## src/rtl/evg_event_arbiter.sv

```systemverilog
// evg_event_arbiter
//   Shares the single EVG transmit event slot between NREQ event-request
//   streams on the evgTxClk domain. Each cycle at most one pending request is
//   picked (optional fixed priority for requester 0, round-robin for the rest)
//   and its code is loaded into a one-entry output register that feeds the
//   event transmitter. Per-requester saturating grant counters are kept for
//   diagnostics and read back through a registered select port.
//
// Ports
//   evgTxClk     transmitter clock, the only clock
//   evgTxRst_n   synchronous active-low reset
//   reqTDATA     requester i event code at [i*EVENTCODE_WIDTH +: EVENTCODE_WIDTH]
//   reqTVALID    requester i has an event pending
//   reqTREADY    one-hot grant (combinational), low during reset
//   evTDATA      event code to the transmitter
//   evTVALID     evTDATA holds a valid event
//   evTREADY     transmitter accepts evTDATA
//   countClear   zero all grant counters
//   countSelect  grant counter chosen for readback
//   countValue   registered value of the chosen counter
module evg_event_arbiter #(
  parameter int NREQ            = 4,
  parameter int EVENTCODE_WIDTH = 8,
  parameter int COUNT_WIDTH     = 16,
  parameter int PRIO0           = 1
) (
  input  logic                            evgTxClk,
  input  logic                            evgTxRst_n,
  input  logic [NREQ*EVENTCODE_WIDTH-1:0] reqTDATA,
  input  logic [NREQ-1:0]                 reqTVALID,
  output logic [NREQ-1:0]                 reqTREADY,
  output logic [EVENTCODE_WIDTH-1:0]      evTDATA,
  output logic                            evTVALID,
  input  logic                            evTREADY,
  input  logic                            countClear,
  input  logic [$clog2(NREQ)-1:0]         countSelect,
  output logic [COUNT_WIDTH-1:0]          countValue
);

  localparam int IW = $clog2(NREQ);
  localparam int EW = EVENTCODE_WIDTH;
  localparam bit PRIO_EN = (PRIO0 != 0);
  // Requesters that take part in the round-robin scan
  localparam logic [NREQ-1:0] RR_MASK = PRIO_EN ? {{(NREQ-1){1'b1}}, 1'b0} : {NREQ{1'b1}};
  // Where the pointer wraps to after the last requester
  localparam logic [IW-1:0] FIRST_RR = PRIO_EN ? IW'(1) : IW'(0);
  localparam logic [COUNT_WIDTH-1:0] COUNT_MAX = '1;

  logic [IW-1:0]          ptr;
  logic [IW-1:0]          nextPtr;
  logic [NREQ-1:0]        rrCand;
  logic [IW:0]            rrSum;
  logic                   rrFound;
  logic [IW-1:0]          rrWinner;
  logic                   prioWin;
  logic                   slotFree;
  logic                   grantValid;
  logic [IW-1:0]          winner;
  logic [EW-1:0]          grantCode;
  logic                   loadEvent;
  logic [COUNT_WIDTH-1:0] cnt [NREQ];
  logic [COUNT_WIDTH-1:0] selCount;

  assign slotFree = !evTVALID || evTREADY;
  assign rrCand   = reqTVALID & RR_MASK;
  assign prioWin  = PRIO_EN && reqTVALID[0];

  // Round-robin scan starting at ptr; the sum is one bit wider than the
  // index so the modulo-NREQ wrap is a single conditional subtract.
  always_comb begin
    rrFound  = 1'b0;
    rrWinner = '0;
    rrSum    = '0;
    for (int i = 0; i < NREQ; i++) begin
      rrSum = {1'b0, ptr} + (IW+1)'(i);
      if (rrSum >= (IW+1)'(NREQ)) begin
        rrSum = rrSum - (IW+1)'(NREQ);
      end
      if (!rrFound && rrCand[rrSum[IW-1:0]]) begin
        rrFound  = 1'b1;
        rrWinner = rrSum[IW-1:0];
      end
    end
  end

  // Winner selection, grant decode and the code of the granted request.
  // Grants are suppressed while reset is asserted.
  always_comb begin
    grantValid = evgTxRst_n && slotFree && (prioWin || rrFound);
    winner     = prioWin ? '0 : rrWinner;
    nextPtr    = (rrWinner == IW'(NREQ-1)) ? FIRST_RR : rrWinner + IW'(1);
    grantCode  = '0;
    reqTREADY  = '0;
    for (int k = 0; k < NREQ; k++) begin
      if (winner == IW'(k)) begin
        grantCode    = reqTDATA[k*EW +: EW];
        reqTREADY[k] = grantValid;
      end
    end
    // A zero code is consumed from the requester but never transmitted
    loadEvent = grantValid && (grantCode != '0);
  end

  // Output register and round-robin pointer. A new event may load in the
  // same cycle the old one retires; otherwise a retiring event clears
  // evTVALID while leaving evTDATA untouched. Priority grants to requester 0
  // do not move the pointer, null-code round-robin grants do.
  always_ff @(posedge evgTxClk) begin
    if (!evgTxRst_n) begin
      evTVALID <= 1'b0;
      evTDATA  <= '0;
      ptr      <= '0;
    end else begin
      if (loadEvent) begin
        evTDATA  <= grantCode;
        evTVALID <= 1'b1;
      end else if (evTREADY) begin
        evTVALID <= 1'b0;
      end
      if (grantValid && !prioWin) begin
        ptr <= nextPtr;
      end
    end
  end

  // Saturating grant counters; clear wins over a coincident increment
  always_ff @(posedge evgTxClk) begin
    if (!evgTxRst_n) begin
      for (int k = 0; k < NREQ; k++) begin
        cnt[k] <= '0;
      end
    end else begin
      for (int k = 0; k < NREQ; k++) begin
        if (countClear) begin
          cnt[k] <= '0;
        end else if (loadEvent && (winner == IW'(k)) && (cnt[k] != COUNT_MAX)) begin
          cnt[k] <= cnt[k] + COUNT_WIDTH'(1);
        end
      end
    end
  end

  // Readback mux; selects beyond the last requester read as zero
  always_comb begin
    selCount = '0;
    for (int k = 0; k < NREQ; k++) begin
      if (countSelect == IW'(k)) begin
        selCount = cnt[k];
      end
    end
  end

  // Registered readback of the counter value before this edge's update
  always_ff @(posedge evgTxClk) begin
    if (!evgTxRst_n) begin
      countValue <= '0;
    end else begin
      countValue <= selCount;
    end
  end

endmodule

```

## config.mk

```make
export PLATFORM = sky130hd
export DESIGN_NAME = evg_event_arbiter
export DESIGN_NICKNAME = d
export VERILOG_FILES = /design/src/rtl/evg_event_arbiter.sv
export SDC_FILE = /design/constraint.sdc
export NUM_CORES = 1
export LEC_CHECK = 0
export CORE_MARGIN = 4
export CORE_UTILIZATION = 42
export DETAILED_ROUTE_END_ITERATION = 7
export PLACE_DENSITY = 0.68
export SLEW_MARGIN = 25
export SYNTH_ARGS = -nofsm -noshare
export SYNTH_HDL_FRONTEND = slang
export SYNTH_SLANG_ARGS = --single-unit
export TNS_END_PERCENT = 20
```

## constraint.sdc

```tcl
create_clock -name evgTxClk -period 3.72 [get_ports evgTxClk]
set_input_delay 0.744 -clock evgTxClk [delete_from_list [all_inputs] [get_ports evgTxClk]]
set_output_delay 0.744 -clock evgTxClk [all_outputs]
set_load 0.01 [all_outputs]
```

# After elaboration in Yosys (flattened, before gate mapping)
# Memories as Yosys holds them, arrays and structs flattened.
# Cells that the tools add are included.
[totals]
register_bits = 27
latchBits = 0
ram_bits = 64
mem_bits_ro = 0
in_bits = 42
output_inout_bits = 29
n_memories = 1
[memory_table]
columns = ["memory", "depth", "word_bits", "read_ports", "rd_ports_with_merged_regs", "write_ports", "line_no", "rtl"]
rows = [
  ["cnt", 4, 16, 4, 0, 4, "61", "logic [COUNT_WIDTH-1:0] cnt [NREQ];"],
]
[op_classes]
add_sub_neg = 12
mul = 0
n_div = 0
n_lt_le_gt_ge = 8
eq_ne = 11
shifts = 0
muxes = 64
n_bitwise = 8
reduce_logical = 26
[op_table]
columns = ["op", "n"]
rows = [
  ["$mux W16", 12],
  ["$add A16 B1 Y16 const B", 4],
  ["$ne A16 B16 Y1 const B", 4],
  ["$mux W1", 34],
  ["$mux W8", 4],
  ["$mux W2", 10],
  ["$logic_and A1 B1 Y1", 15],
  ["$lt A2 B3 Y1 const B", 4],
  ["$eq A2 B2 Y1 const B", 5],
  ["$ge A3 B3 Y1 const B", 3],
  ["$bmux W1 S2", 4],
  ["$or A1 B1 Y1", 8],
  ["$reduce_bool A8 Y1", 1],
  ["$sub A2 B1 Y2 const B", 4],
  ["$add A2 B2 Y3 const B", 2],
  ["$logic_not A1 Y1", 5],
  ["$eq A2 B1 Y1 const B", 2],
  ["$logic_not A2 Y1", 2],
  ["$add A2 B1 Y3 const B", 1],
  ["$ge A2 B3 Y1 const B", 1],
  ["$add A2 B1 Y2 const B", 1],
  ["$logic_or A1 B1 Y1", 2],
  ["$reduce_bool A2 Y1", 1],
]

# Depth between registers and ports, before layout
[depth]
depth_word = 29
depth_mapped = 12
ltp_nobuf = 7

# Least setup slack after synthesis
# Ideal clock, no wire load.
[synth_timing]
path_kind = "input to register"
from = "in reqTVALID[1]"
to = "mem cnt[0][0], enable pin"
setup_ns = 0.391
t_arrival_ns = 3.318
path_slack_ns = 0.011
path_stages = 11
path_buffers = 4
cell_sequence = "or2_1 > clkbuf_1 > a21boi_1 > nor2_1 > o311ai_1 > and4b_1 > buf_2 > a31o_1 > buf_6 > buf_2 > o21ai_1"
[synth_lines]
columns = ["element", "line_no", "rtl"]
rows = [
  ["start: declaration", "30", "input logic [NREQ-1:0] reqTVALID,"],
  ["end: declaration", "61", ""],
]

# Final worst setup path
[layout_timing]
from = "in reqTVALID[2]"
to = "out reqTREADY[1]"
[layout_between]
elab_chain_len = 15
word_cells_on_any_way = 27
[layout_rtl]
columns = ["element", "line_no", "rtl"]
rows = [
  ["$bmux W1 S2", "79", "if (!rrFound && rrCand[rrSum[IW-1:0]]) begin"],
  ["$mux W1 (not written as such)", "79", ""],
  ["$mux W1", "79", ""],
  ["$logic_not A1 Y1", "79", ""],
  ["$logic_and A1 B1 Y1", "79", ""],
  ["$mux W1", "79", ""],
  ["$logic_not A1 Y1", "79", ""],
  ["$logic_and A1 B1 Y1", "79", ""],
  ["$mux W1", "79", ""],
  ["$logic_not A1 Y1", "79", ""],
  ["$logic_and A1 B1 Y1", "79", ""],
  ["$mux W2 / $mux W1 (equally long branches)", "79", ""],
  ["$mux W2 / $logic_or A1 B1 Y1 (equally long branches)", "90, 89", ""],
  ["$eq A2 B1 Y1 / $logic_and A1 B1 Y1 (equally long branches)", "95, 89", ""],
  ["$mux W1 *", "95", "if (winner == IW'(k)) begin"],
  ["end: declaration", "31", "output logic [NREQ-1:0] reqTREADY,"],
]
# Every way passes the cells marked *; elsewhere a longest branch is shown, timed or not. The select of a mux whose other input is x is not followed.

==> results.json <==
{
  "synth_nets": 536,
  "p_total_uw": 2570,
  "leakage_uw": 0.00218,
  "clockBufferDepth": 2,
  "crit_chain": "clkdlybuf4s50_1 > and3b_4 > a2111oi_4 > buf_4 > nor2b_1 > clkdlybuf4s50_1",
  "drt-initial-drc-count": 390,
  "crit_path_start": "reqTVALID[2]",
  "fmax_mhz": 285,
  "syn_to_final_growth_pct": 23.5,
  "place.gp.congestion": 0.918,
  "reg2reg_from": "ptr[1]",
  "track_usage": 0.188,
  "cts_hold_buf": 0,
  "most-common-layout-cells": "clkdlybuf4s50_1, edfxtp_1, nor4_2",
  "synthesis.area_mm2": 0.00557,
  "layout_min_cycle_time_ps": 3510,
  "finalMaxSlewViolations": 0,
  "cp-end-kind": "output port",
  "ir_drop_v": 0.000248,
  "wl_per_cell_um": 18.1,
  "min-delay-start": "evTDATA[0]",
  "coreArea_mm2": 0.0128,
  "crit_arrival_ps": 2770,
  "worstSkewPairLatency_ps": 350,
  "synth_edf_count": 64,
  "cts_sinks": 91,
  "ys_ff_latch": 91,
  "die_h_um": 123,
  "cts_tree": "yes",
  "io_pins": 71,
  "placementRows": 41,
  "syn_inst": 489,
  "path_clk_slew_ps": 70,
  "vias": 4276,
  "detailed_place_hpwl_um": 10100,
  "initial_core_util": 0.434,
  "yosys_warnings": 0,
  "grt_pass1_vias": 4334,
  "finalSetupTns_ps": 0,
  "die-area_mm2": 0.0152,
  "max_slew_margin": 0.516,
  "grt_start_max_net_pins": 57,
  "mostFrequentLayoutCell": "clkdlybuf4s50_1",
  "timing.critical_path.mode_cell": "clkdlybuf4s50_1",
  "num_antenna_cells": 0,
  "clock_skew_ps": 7.49,
  "grt_overflow_total": 0,
  "ys_types": 50,
  "hold_class": "reg2reg",
  "p_per_area_mw_per_mm2": 374,
  "status": "finished, final reports clean",
  "ant_nets": 0,
  "grt_pass1_wl_um": 22200,
  "cts_buffers": 9,
  "portBuffers": 70,
  "postCtsSetupBuffers": 0,
  "drive_above_1_share": 0.222,
  "cp_max_fo": 8,
  "nNetsFinal": 615,
  "root_buffer": "clkbuf_16",
  "synth_flop_cell": "edfxtp_1",
  "async_flop_share": 0,
  "wl_um": 13500,
  "finalHoldViolations": 0,
  "ctsResizeCount": 0,
  "critPathMaxStageDelay_ps": 550,
  "drc": 0,
  "syn_avg_cell_area_um2": 11.4,
  "crit_path_start_kind": "input pin",
  "antenna_found_initial": 0,
  "critPathSlowestCell": "clkdlybuf4s50_1",
  "vias_per_cell": 5.74,
  "required_ps": 2980,
  "period_share": 0.945,
  "crit_type": "in2out",
  "cts_max_level": 3,
  "finalSetupViolCount": 0,
  "tightest_slew_ps": 723,
  "firstDrtPassIters": 5,
  "drv_cap": 0,
  "seq_area_frac_synth": 0.442,
  "rsz0062_at_grt": "false",
  "dieWidth_um": 123
}
[Yosys cell counts, types with 2 or more instances]
cell / instances / area (um2)
o21a_1: 2 / 15.0
nor4_2: 55 / 688
a221oi_1: 3 / 26.3
o221ai_1: 2 / 17.5
ha_1: 5 / 62.6
and4_1: 3 / 26.3
o311ai_1: 2 / 17.5
clkbuf_1: 19 / 71.3
a211oi_1: 2 / 15.0
nand2b_1: 4 / 25.0
o21ai_1: 6 / 30.0
buf_6: 9 / 101
dfxtp_1: 27 / 541
mux2i_1: 2 / 20.0
a31o_1: 2 / 17.5
a2bb2oi_1: 2 / 17.5
nand3_1: 25 / 125
o32ai_1: 2 / 17.5
xor2_1: 33 / 289
a221o_1: 2 / 20.0
a21oi_1: 15 / 75.1
nor4_1: 2 / 12.5
xnor2_1: 23 / 201
nor3_1: 11 / 55.1
nor2b_1: 5 / 31.3
mux4_2: 16 / 360
inv_2: 2 / 7.51
buf_2: 3 / 15.0
o21ai_0: 6 / 30.0
and3_1: 8 / 50.1
nand2_1: 36 / 135
a21boi_1: 2 / 15.0
and2_1: 17 / 106
nand4_1: 17 / 106
edfxtp_1: 64 / 1920
and4b_1: 2 / 20.0
inv_1: 6 / 22.5
nor2_1: 35 / 131
[flip-flops by register name, summed over array words and instances (netlist names)]
name and count:
evTDATA 8, cnt 64, evTVALID 1, ptr 2, countValue 16
[logic make-up after synthesis]
logic type,after synthesis,share of synthesized area
AND/OR/NAND/NOR,224,0.277
flip-flops,91,0.442
XOR/XNOR,56,0.0881
AO/OA/AOI/OAI,55,0.0730
buffers and inverters,40,0.0398
multiplexers,18,0.0683
adder cells (fa/ha/maj),5,0.0112
[area by class of cell]
type / instances / area (um2)
Clock buffer: 9 / 225
Inverter: 8 / 30.0
Sequential cell: 91 / 2460
Multi-Input combinational cell: 358 / 2910
Clock inverter: 7 / 88.8
Tap cell: 172 / 215
Timing Repair Buffer: 100 / 951
Fill cell: 1101 / 5940
[path summary, 6_finish.rpt]
path,to,slack (ps),cells past startpoint
setup reg to reg,cnt[1][1],880,9
setup / recovery,reqTREADY[1],210,6
hold / removal,evTDATA[0],470,2
hold reg to reg,evTDATA[0],470,2
[metrics by stage]
step                      setup slack, ps  cell area, um2  hold WS (ps)  std cells  utilization
after global placement                158            6570           451        729        0.512
final                                 206            6880           470        745        0.536
after global routing                  123            6880           501        745        0.536
after floorplan                      10.8            5570           482        489            -
after CTS                             210            6880           476        745        0.536
after detailed placement             84.3            6570           463        729        0.512
[power by group]
| part | leakage, uW | switching, uW | internal [uW] |
|---|---|---|---|
| logic | 0.00108 | 209 | 191 |
| registers | 0.000941 | 61.3 | 1140 |
| clock network | 0.000153 | 388 | 586 |
| total | 0.00218 | 659 | 1920 |
[critical path, delay by kind of cell]
| kind | cells | cell delay, ps |
|---|---|---|
| buffers and inverters | 3 | 1270 |
| AND/OR/NAND/NOR | 2 | 410 |
| AO/OA/AOI/OAI | 1 | 330 |
[per-layer routing]
| layer | vias up | GRT usage | wire length (um) |
|---|---|---|---|
| met3 | 20 | 0.0316 | 731 |
| met1 | 2088 | 0.260 | 6150 |
| li1 | 2021 | - | - |
| met4 | 0 | 0.0761 | 308 |
| met5 | - | 0 | 0 |
| met2 | 147 | 0.296 | 6280 |
Power figures use the tool's default switching activity.
